File: src/rtl/servo_pkg.sv
// Shared constants, angle type and helper functions for the multi-channel servo PWM block.
// Latency: n/a (package only).
// Backpressure: n/a (package only).
//
// The frame/pulse constants here are the default values for the top-level
// parameters; instances may override them. The optional slew feature is
// selected with the SERVO_SLEW_EN macro (see servo_pwm_chan).
package servo_pkg;

  localparam int unsigned NUM_CH        = 4;
  localparam int unsigned ANGLE_W       = 9;
  localparam int unsigned MAX_ANGLE     = 270;
  localparam int unsigned RESET_ANGLE   = 135;
  localparam int unsigned PERIOD_CYC    = 1000000;  // 20 ms at 50 MHz
  localparam int unsigned MIN_PULSE_CYC = 25000;    // 0.5 ms high time at angle 0
  localparam int unsigned TICKS_PER_DEG = 370;
  localparam int unsigned SLEW_STEP     = 5;

  typedef logic [ANGLE_W-1:0] angle_t;

  // Saturate a requested angle to the largest legal angle.
  function automatic int unsigned clamp_angle(input int unsigned angle,
                                              input int unsigned max_angle);
    return (angle > max_angle) ? max_angle : angle;
  endfunction

  // High time in clock cycles for a given angle. Evaluated in 32-bit
  // arithmetic so it can be used for elaboration-time range checks.
  function automatic int unsigned pulse_cyc(input int unsigned angle,
                                            input int unsigned min_pulse,
                                            input int unsigned ticks_per_deg);
    return min_pulse + angle * ticks_per_deg;
  endfunction

endpackage

File: src/rtl/servo_pwm_chan.sv
// One servo channel: target/active angle registers, optional slew limiter, pulse comparator.
// Latency: target written 1 cycle after accept; active follows target only at the frame boundary.
// Backpressure: none; a write is taken whenever wr_en is high.
//
// Ports:
//   sclk, rst  - clock, asynchronous active-high reset
//   cnt_nxt    - frame count the shared counter will hold next cycle
//   boundary   - high in the last cycle of a frame (count == PERIOD_CYC-1)
//   wr_en      - write wr_angle (already clamped) into the target register
//   busy       - registered: active angle differs from target angle
//   pwm        - registered servo pulse, aligned with the shared count
//
// Build option: `define SERVO_SLEW_EN to limit the per-frame change of the
// active angle to SLEW_STEP degrees; otherwise active jumps to target.
module servo_pwm_chan
#(
  parameter int unsigned ANGLE_W       = 9,
  parameter int unsigned RESET_ANGLE   = 135,
  parameter int unsigned MIN_PULSE_CYC = 25000,
  parameter int unsigned TICKS_PER_DEG = 370,
`ifdef SERVO_SLEW_EN
  parameter int unsigned SLEW_STEP     = 5,
`endif
  parameter int unsigned CNT_W         = 20
)
(
  input  logic               sclk,
  input  logic               rst,
  input  logic [CNT_W-1:0]   cnt_nxt,
  input  logic               boundary,
  input  logic               wr_en,
  input  logic [ANGLE_W-1:0] wr_angle,
  output logic               busy,
  output logic               pwm
);

  logic [ANGLE_W-1:0] target;
  logic [ANGLE_W-1:0] active;
  logic [ANGLE_W-1:0] tgt_nxt;
  logic [ANGLE_W-1:0] act_nxt;
  logic [ANGLE_W-1:0] act_step;   // value active takes at the next boundary
  logic [CNT_W-1:0]   thr;

  assign tgt_nxt = wr_en ? wr_angle : target;

`ifdef SERVO_SLEW_EN
  localparam int unsigned AW1 = ANGLE_W + 1;

  // Differences and candidate steps are one bit wider than an angle so the
  // comparisons never wrap; a downward step is only taken when the distance
  // exceeds SLEW_STEP, so active - SLEW_STEP stays above target (>= 0).
  logic [AW1-1:0] diff_up;
  logic [AW1-1:0] diff_dn;
  logic [AW1-1:0] step_up;
  logic [AW1-1:0] step_dn;

  always_comb begin
    diff_up  = {1'b0, target} - {1'b0, active};
    diff_dn  = {1'b0, active} - {1'b0, target};
    step_up  = {1'b0, active} + AW1'(SLEW_STEP);
    step_dn  = {1'b0, active} - AW1'(SLEW_STEP);
    act_step = target;
    if (target > active) begin
      if (diff_up > AW1'(SLEW_STEP)) begin
        act_step = step_up[ANGLE_W-1:0];
      end
    end else if (diff_dn > AW1'(SLEW_STEP)) begin
      act_step = step_dn[ANGLE_W-1:0];
    end
  end
`else
  assign act_step = target;
`endif

  // The boundary uses the target as it stands before any write landing in
  // the same cycle, so a command on the boundary waits one more frame.
  assign act_nxt = boundary ? act_step : active;

  // Comparing against next-cycle count and angle keeps the registered pulse
  // aligned with the count: the new angle governs the pulse from count 0.
  assign thr = CNT_W'(MIN_PULSE_CYC) + CNT_W'(act_nxt) * CNT_W'(TICKS_PER_DEG);

  always_ff @(posedge sclk or posedge rst) begin
    if (rst) begin
      target <= ANGLE_W'(RESET_ANGLE);
      active <= ANGLE_W'(RESET_ANGLE);
      busy   <= 1'b0;
      pwm    <= 1'b0;
    end else begin
      target <= tgt_nxt;
      active <= act_nxt;
      busy   <= (act_nxt != tgt_nxt);
      pwm    <= (cnt_nxt < thr);
    end
  end

endmodule

File: src/rtl/servo_pwm_multi.sv
// N-channel hobby-servo PWM generator; angle commands commit only at 20 ms frame boundaries.
// Latency: command -> target 1 cycle; target -> pulse at the next frame start.
// Backpressure: cmd_ready is low only during reset and the first cycle after it; never stalls after that.
//
// Ports:
//   sclk, rst    - clock, asynchronous active-high reset
//   cmd_valid    - command present; accepted when cmd_ready is also high
//   cmd_ready    - block can accept a command
//   cmd_chan     - target channel; indices >= NUM_CH are accepted and dropped
//   cmd_angle    - requested angle in degrees, clamped to MAX_ANGLE
//   frame_start  - high during the cycle in which the frame count is 0
//   busy         - per channel: active angle != target angle
//   PWM          - per channel servo pulse
//
// Build option: `define SERVO_SLEW_EN to slew-limit each channel by
// SLEW_STEP degrees per frame; without it SLEW_STEP is ignored.
module servo_pwm_multi
#(
  parameter int unsigned NUM_CH        = servo_pkg::NUM_CH,
  parameter int unsigned ANGLE_W       = servo_pkg::ANGLE_W,
  parameter int unsigned MAX_ANGLE     = servo_pkg::MAX_ANGLE,
  parameter int unsigned RESET_ANGLE   = servo_pkg::RESET_ANGLE,
  parameter int unsigned PERIOD_CYC    = servo_pkg::PERIOD_CYC,
  parameter int unsigned MIN_PULSE_CYC = servo_pkg::MIN_PULSE_CYC,
  parameter int unsigned TICKS_PER_DEG = servo_pkg::TICKS_PER_DEG,
  parameter int unsigned SLEW_STEP     = servo_pkg::SLEW_STEP,
  localparam int unsigned CH_W         = (NUM_CH > 1) ? $clog2(NUM_CH) : 1
)
(
  input  logic               sclk,
  input  logic               rst,
  input  logic               cmd_valid,
  output logic               cmd_ready,
  input  logic [CH_W-1:0]    cmd_chan,
  input  logic [ANGLE_W-1:0] cmd_angle,
  output logic               frame_start,
  output logic [NUM_CH-1:0]  busy,
  output logic [NUM_CH-1:0]  PWM
);

  import servo_pkg::*;

  localparam int unsigned CNT_W = $clog2(PERIOD_CYC);

  // ---------------------------------------------------------------- checks
  if (NUM_CH < 1 || NUM_CH > 16) begin : g_bad_num_ch
    $error("servo_pwm_multi: NUM_CH must be 1..16");
  end
  if (MAX_ANGLE >= (1 << ANGLE_W)) begin : g_bad_angle_w
    $error("servo_pwm_multi: MAX_ANGLE does not fit in ANGLE_W bits");
  end
  if (RESET_ANGLE > MAX_ANGLE) begin : g_bad_reset_angle
    $error("servo_pwm_multi: RESET_ANGLE exceeds MAX_ANGLE");
  end
  if (pulse_cyc(MAX_ANGLE, MIN_PULSE_CYC, TICKS_PER_DEG) >= PERIOD_CYC) begin : g_bad_pulse
    $error("servo_pwm_multi: widest pulse does not fit inside one frame");
  end
  if (SLEW_STEP > MAX_ANGLE) begin : g_bad_slew
    $error("servo_pwm_multi: SLEW_STEP exceeds MAX_ANGLE");
  end

  // ---------------------------------------------------------- frame timing
  logic               run;        // low in reset and for the first cycle after it
  logic [CNT_W-1:0]   cnt;
  logic [CNT_W-1:0]   cnt_nxt;
  logic               boundary;
  logic               accept;
  logic [ANGLE_W-1:0] cmd_angle_c;

  assign boundary = run && (cnt == CNT_W'(PERIOD_CYC - 1));

  // The counter idles at 0 until run is set, so the first frame after reset
  // begins exactly one cycle after release, together with frame_start.
  always_comb begin
    cnt_nxt = cnt + CNT_W'(1);
    if (!run || boundary) begin
      cnt_nxt = '0;
    end
  end

  always_ff @(posedge sclk or posedge rst) begin
    if (rst) begin
      run         <= 1'b0;
      cnt         <= '0;
      frame_start <= 1'b0;
    end else begin
      run         <= 1'b1;
      cnt         <= cnt_nxt;
      frame_start <= (cnt_nxt == '0);
    end
  end

  // ------------------------------------------------------------- commands
  assign cmd_ready   = run;
  assign accept      = cmd_valid && cmd_ready;
  assign cmd_angle_c = ANGLE_W'(clamp_angle(32'(cmd_angle), MAX_ANGLE));

  // ------------------------------------------------------------- channels
  // An out-of-range cmd_chan matches no channel, so the command is dropped.
  for (genvar i = 0; i < NUM_CH; i++) begin : g_ch
    servo_pwm_chan #(
      .ANGLE_W       (ANGLE_W),
      .RESET_ANGLE   (RESET_ANGLE),
      .MIN_PULSE_CYC (MIN_PULSE_CYC),
      .TICKS_PER_DEG (TICKS_PER_DEG),
`ifdef SERVO_SLEW_EN
      .SLEW_STEP     (SLEW_STEP),
`endif
      .CNT_W         (CNT_W)
    ) u_chan (
      .sclk     (sclk),
      .rst      (rst),
      .cnt_nxt  (cnt_nxt),
      .boundary (boundary),
      .wr_en    (accept && (cmd_chan == CH_W'(i))),
      .wr_angle (cmd_angle_c),
      .busy     (busy[i]),
      .pwm      (PWM[i])
    );
  end

endmodule

File: config.mk
export PLATFORM = sky130hd
export DESIGN_NAME = servo_pwm_multi
export DESIGN_NICKNAME = d
export VERILOG_FILES = /design/src/rtl/servo_pkg.sv /design/src/rtl/servo_pwm_chan.sv /design/src/rtl/servo_pwm_multi.sv
export SDC_FILE = /design/constraint.sdc
export NUM_CORES = 1
export LEC_CHECK = 0
export CORE_MARGIN = 3
export CORE_UTILIZATION = 65
export CTS_BUF_LIST = sky130_fd_sc_hd__clkbuf_8
export CTS_CLUSTER_SIZE = 24
export DETAILED_ROUTE_END_ITERATION = 16
export GPL_TIMING_DRIVEN = 0
export PLACE_DENSITY = 0.84
export SETUP_SLACK_MARGIN = 0.1
export SLEW_MARGIN = 15
export SYNTH_ARGS = -nofsm -noshare
export SYNTH_HDL_FRONTEND = slang
export SYNTH_HIERARCHICAL = 1
export SYNTH_SLANG_ARGS = --single-unit
File: constraint.sdc
create_clock -name sclk -period 13.2 [get_ports sclk]
set_input_delay 2.64 -clock sclk [delete_from_list [all_inputs] [get_ports sclk]]
set_output_delay 2.64 -clock sclk [all_outputs]
set_load 0.01 [all_outputs]
# == After elaboration in Yosys (flattened, before gate mapping) ==
# Cells that the tools add are included.
# totals
ff_bits,102
latch_bits,0
ram_bits,0
rom_bits,0
out_inout_bits,10
mem_count,0
# op_classes
addsub,5
mul,4
div_mod_pow,0
order_cmp,5
eq_ne,8
n_shift,0
mux,10
n_bitwise,0
n_reduce_logical,10
# ops
cell,n
$mux 9,9
$lt 20x20->1,4
$add 15x18->19 const A,4
$mul 9x8->17 const B,4
$ne 9x9->1,4
$add 20x1->20 const B,1
$eq 20x20->1 const B,1
$logic_not 20->1,1
$mux 20,1
$gt 9x9->1 const B,1
$logic_and 1x1->1,6
$eq 2x2->1 const B,2
$eq 2x1->1 const B,1
$logic_not 2->1,1
$logic_not 1->1,1
$logic_or 1x1->1,1

# == Longest topological paths before layout ==
# logic_depth
depth_word,6
depth_mapped,30
mapped_depth_nobuf,28

# == Cells and area by module ==
# The synthesis kept the hierarchy.
# by_module_without_submodules
mod,instances,cells_per_inst,area_each_um2
servo_pwm_chan at g_ch[0].u_chan,1,292,3050.4
servo_pwm_chan at g_ch[3].u_chan,1,289,2959.1
servo_pwm_chan at g_ch[2].u_chan,1,290,2925.3
servo_pwm_chan at g_ch[1].u_chan,1,289,2920.3
servo_pwm_multi,1,170,1476.4

# == Worst setup path before layout ==
# OpenSTA, ideal clock, no wires.
# synth_path
path_kind,flip-flop to flip-flop
startpoint,register cnt[0]
endpoint,register g_ch[1].u_chan.pwm
setup_time_ns,0.087
arrival_ns,7.063
path_slack_ns,6.050
path_stages_with_launch,29
n_path_buf,1
path_cell_list,dfrtp_1 ha_1 nand3_1 or2_1 nor3_1 and2_1 buf_4 mux2i_1 inv_1 ha_1 inv_1 fa_1 inv_1 fa_1 inv_1 fa_1 inv_1 ha_1 and3_1 a221oi_1 xor2_1 or4_4 a311oi_1 xor2_1 ha_1 a21o_1 a211oi_1 nand3_1 o211ai_1
# synth_via
elab_chain_cells,6
elab_cells_between_ends,9
cone_classes,add/sub (2); mul (1); order compare (1); eq/ne (1); mux (2); reduce/logical (2)
# synth_rtl
element,line,text
from (decl),servo_pwm_multi.sv:64,logic [CNT_W-1:0] cnt;
from (signal assigned),servo_pwm_multi.sv:88,cnt <= cnt_nxt;
$eq 20x20->1,servo_pwm_multi.sv:70,assign boundary = run && (cnt == CNT_W'(PERIOD_CYC - 1));
$logic_and 1x1->1,servo_pwm_multi.sv:70,
net boundary,servo_pwm_multi.sv:66,logic boundary;
$mux 9,servo_pwm_chan.sv:77,assign act_nxt = boundary ? act_step : active;
net g_ch[1].u_chan.act_nxt[1],servo_pwm_chan.sv:40,logic [ANGLE_W-1:0] act_nxt;
$mul 9x8->17,servo_pwm_chan.sv:81,assign thr = CNT_W'(MIN_PULSE_CYC) + CNT_W'(act_nxt) * CNT_W'(TICKS_PER_DEG);
$add 15x18->19,servo_pwm_chan.sv:81,
$lt 20x20->1,servo_pwm_chan.sv:93,pwm <= (cnt_nxt < thr);
to (signal assigned),servo_pwm_chan.sv:93,
to (decl),servo_pwm_chan.sv:34,output logic pwm
# The timed path passes the listed nets, and every way through them passes these cells.

# == Worst setup path in the final report ==
# layout_path
startpoint,register cnt[1]
endpoint,register g_ch[1].u_chan.pwm
# The elaborated chain is that of the path after synthesis.

==> impl_metrics.xml <==
<?xml version="1.0" encoding="UTF-8"?>
<metrics>
  <group name="run_status">
    <metric name="run_status" unit="">finished, final reports clean</metric>
  </group>
  <group name="detailed_routing">
    <metric name="wl_per_cell" unit="um">17.3</metric>
    <metric name="route.detailed.vias_per_inst" unit="">6.01</metric>
    <metric name="drt-pass1-iter-count" unit="">5</metric>
    <metric name="drt_iter0_markers" unit="">586</metric>
    <metric name="via_count" unit="">9827</metric>
    <metric name="drc" unit="">0</metric>
    <metric name="final_ant_viol_nets" unit="">0</metric>
    <metric name="drt-total-wl" unit="mm">28.3</metric>
  </group>
  <group name="clock_tree">
    <metric name="cts.clk_slew.worst_paths" unit="ps">100</metric>
    <metric name="clock_buffers_created_by_tritoncts" unit="">9</metric>
    <metric name="ctsRootBufferMaster" unit="">clkbuf_8</metric>
    <metric name="clockBufferDepth" unit="">2</metric>
    <metric name="cts_max_level" unit="">3</metric>
    <metric name="cts_tree" unit="">done</metric>
    <metric name="post_cts_resize_count" unit="">0</metric>
    <metric name="postCtsSetupBuffers" unit="">0</metric>
    <metric name="clkSinkCount" unit="">102</metric>
    <metric name="post_cts_hold_buffer_count" unit="">0</metric>
    <metric name="clk-insertion-delay-late" unit="ps">400</metric>
  </group>
  <group name="final_layout">
    <metric name="total_inserted_antenna_cells" unit="">0</metric>
    <metric name="filler_cell_count" unit="">1421</metric>
    <metric name="design.final.nets" unit="">1711</metric>
    <metric name="area_growth_syn_to_fin" unit="%">5.76</metric>
    <metric name="final-seq-area" unit="um2">2590</metric>
    <metric name="final_layout_size_suffix_gt1_share" unit="%">13.1</metric>
    <metric name="combined_area_of_the_multi_input_logic_cells" unit="um2">10000</metric>
  </group>
  <group name="placement">
    <metric name="dp_hpwl" unit="mm">22.9</metric>
    <metric name="detailedPlace.worstSlack" unit="ps">4950</metric>
    <metric name="gp_routability_congestion" unit="">0.980</metric>
    <metric name="io_buffers" unit="">23</metric>
  </group>
  <group name="min_path">
    <metric name="hold_path.class" unit="">register to register</metric>
  </group>
  <group name="synthesis">
    <metric name="dominant_combinational_cell_family_by_area_after_synthesis" unit="">adder cells</metric>
    <metric name="netlist_area" unit="um2">13300</metric>
    <metric name="synth.avg_cell_area" unit="um2">10.0</metric>
    <metric name="synth-edff-count" unit="">0</metric>
    <metric name="synth_cells" unit="">1330</metric>
    <metric name="synth_xor_xnor_area_share" unit="%">8.43</metric>
    <metric name="yosys_register_bits" unit="">102</metric>
    <metric name="synthesized_nets" unit="">1677</metric>
    <metric name="synthMuxAreaShare" unit="%">6.81</metric>
    <metric name="async_set_reset_flop_share_out_of_synthesis" unit="%">100</metric>
    <metric name="dominantRegCellSynth" unit="">dfrtp_1</metric>
    <metric name="synth_compound_gate_area_share" unit="%">11.8</metric>
    <metric name="synth.lib_cells_used.distinct" unit="">92</metric>
    <metric name="yosys.area_share.adder" unit="%">35.3</metric>
    <metric name="synth_warn" unit="">6</metric>
    <metric name="yosysSeqAreaShare" unit="%">19.4</metric>
    <metric name="post_synth_and_or_nand_nor_area_fraction" unit="%">13.0</metric>
  </group>
  <group name="critical_path">
    <metric name="critPathMaxFanout" unit="">9</metric>
    <metric name="timing.critical_path.slowest_stage_cell" unit="">or4_4</metric>
    <metric name="path_common_cell" unit="">inv_1</metric>
    <metric name="timing.setup.critical_path_class" unit="">register to register</metric>
    <metric name="critPathArrivalTime" unit="ps">8640</metric>
    <metric name="startpoint_type" unit="">register</metric>
    <metric name="critical_path_required" unit="ps">13490</metric>
    <metric name="cpPeakStageDelay" unit="ps">590</metric>
    <metric name="kind_of_end_point_of_the_critical_path" unit="">register</metric>
  </group>
  <group name="power">
    <metric name="cellLeakagePower" unit="uW">0.00760</metric>
    <metric name="power.sequential.fraction" unit="%">54.9</metric>
    <metric name="share_comb_of_total_power" unit="%">13.1</metric>
    <metric name="power.density_cell_area" unit="nW/um2">45.9</metric>
    <metric name="max-vdd-ir-drop" unit="mV">0.0376</metric>
    <metric name="switching_power" unit="uW">175</metric>
    <metric name="power.internal" unit="uW">472</metric>
    <metric name="clock_power_share" unit="%">32.0</metric>
    <metric name="netSwitchingFraction" unit="%">27.1</metric>
  </group>
  <group name="floorplan">
    <metric name="floorplan.core_area" unit="um2">19800</metric>
    <metric name="design.die.area" unit="um2">22300</metric>
    <metric name="std_cell_rows" unit="">51</metric>
    <metric name="number_of_top_level_pins" unit="">24</metric>
    <metric name="die_x" unit="um">149</metric>
    <metric name="die_h" unit="um">149</metric>
    <metric name="start_util" unit="%">67.4</metric>
  </group>
  <group name="sta">
    <metric name="period_needed" unit="ps">8350</metric>
    <metric name="final-setup-viol-count" unit="">0</metric>
    <metric name="timing.final.ws_setup" unit="ps">4850</metric>
    <metric name="max_clock_freq" unit="MHz">120</metric>
    <metric name="tightest_slew" unit="ps">955</metric>
    <metric name="clock-skew-final" unit="ps">11.9</metric>
    <metric name="setup_total_negative_slack" unit="ps">0</metric>
    <metric name="final_period_util" unit="%">63.2</metric>
    <metric name="slew_violations" unit="">0</metric>
    <metric name="hold_violations" unit="">0</metric>
    <metric name="relSlewSlack" unit="%">36.2</metric>
    <metric name="rsz_0062_raised_after_global_routing" unit="">false</metric>
  </group>
  <group name="global_route">
    <metric name="maximum_number_of_pins_on_one_net_before_global_route_repair" unit="">23</metric>
    <metric name="first_global_vias" unit="">9914</metric>
    <metric name="antenna_found_initial" unit="">0</metric>
    <metric name="grt.total_usage" unit="%">26.4</metric>
    <metric name="globalRoute.totalOverflow" unit="">0</metric>
    <metric name="grt_pass1_wl" unit="mm">47.5</metric>
  </group>
  <group name="job">
    <metric name="timing.max_cap.violations" unit="">0</metric>
  </group>
</metrics>
==> final timing paths <==
check / from / to / slack, ps / cells past startpoint
worst max register to register: cnt[1]$_DFF_PP0_ / g_ch[1].u_chan/pwm$_DFF_PP0_ / 4850 / 28
max in group asynchronous: rst / cnt[2]$_DFF_PP0_ / 9700 / 2
worst min-delay path: g_ch[0].u_chan/act_step[3]$_DFF_PP0_ / g_ch[0].u_chan/act_step[3]$_DFF_PP0_ / 540 / 1
min in group asynchronous: rst / g_ch[2].u_chan/act_step[3]$_DFF_PP0_ / 2920 / 2
worst max-delay path: cnt[1]$_DFF_PP0_ / g_ch[1].u_chan/pwm$_DFF_PP0_ / 4850 / 28
worst min register to register: g_ch[0].u_chan/act_step[3]$_DFF_PP0_ / g_ch[0].u_chan/act_step[3]$_DFF_PP0_ / 540 / 1
==> placed cells by master, fill, tap and decap left out, types with 48 or more instances in the layout <==
cell type and instances:
nor2_1 48, mux2_2 62, xnor2_1 48, dfrtp_1 70
fa_1 72, ha_1 261, xor2_1 71, inv_1 137
a21oi_1 68, nand3_1 57, nand2_1 51
==> area by class of cell <==
cell class	count	share of cell area (%)
multi-input cells	1059	71.3
flip-flops and latches	102	18.4
inverters	137	3.65
well taps	265	2.35
repair buffers	23	1.63
plain buffers	32	1.26
clock buffers	9	0.879
clock inverters	7	0.586
==> metrics by stage <==
stage / cells / power (uW) / hold slack [ps] / cell area (um2) / util, %
after floorplan: 1330 / 417 / 500 / 13300 / -
after global placement: 1618 / 439 / 510 / 13900 / 70.2
after detailed placement: 1618 / 445 / 520 / 13900 / 70.2
after CTS: 1634 / 651 / 542 / 14100 / 71.3
after global routing: 1634 / 673 / 567 / 14100 / 71.3
final: 1634 / 647 / 541 / 14100 / 71.3
==> power groups by stage <==
stage                     logic, uW  registers [uW]  clock network, uW
after global placement         80.0             359                  0
after detailed placement       83.6             361                  0
after CTS                      84.0             355                211
final                          84.7             356                207
after floorplan                60.4             357                  0
after global routing           91.5             359                223
==> critical path, delay by kind of cell (launching register included) <==
family	cells	cell delay, ps
fa+ha+maj	7	2900
simple gates	7	1930
compound gates	5	1430
buf+inv	6	700
xor+xnor	2	480
flops	1	480
mux	1	340
==> per-layer routing <==
layer	GRT usage [%]	vias to the layer above	wire, um
met5	0	-	0
met4	7.09	0	500
met3	5.07	37	1720
met2	46.0	224	13900
met1	33.8	4756	12100
li1	-	4810	-
==> cells by family (layout without fill, tap and decap cells) <==
| family | after synthesis | count (layout) |
|---|---|---|
| AO/OA/AOI/OAI | 217 | 217 |
| XOR/XNOR | 124 | 124 |
| adder cells (fa/ha/maj) | 333 | 333 |
| buffers and inverters | 169 | 208 |
| flip-flops | 102 | 102 |
| multiplexers | 82 | 82 |
| other | 1 | 1 |
| AND/OR/NAND/NOR | 302 | 302 |
==> Yosys cell counts, types with 14 or more instances <==
cell type	n	area share [%]
dfstp_2	32	6.3
inv_1	137	3.9
ha_1	261	24
xor2_1	71	4.7
mux2i_1	18	1.4
nor2_1	48	1.4
nand2_1	51	1.4
mux2_2	62	5.2
nor3_1	14	0.53
dfrtp_1	70	13
nand4_1	20	0.94
a21oi_1	68	2.6
nand3_1	57	2.1
fa_1	72	11
o21ai_0	19	0.71
xnor2_1	48	3.2
a21o_1	31	1.7
==> registers in the layout (all words and copies together) (netlist names) <==
name and flops:
g_ch.u_chan/active 36, g_ch.u_chan/act_step 36, cnt 20, g_ch.u_chan/busy 4, cmd_ready 1, frame_start 1
g_ch.u_chan/pwm 4
(Power assumes the default switching activity.)
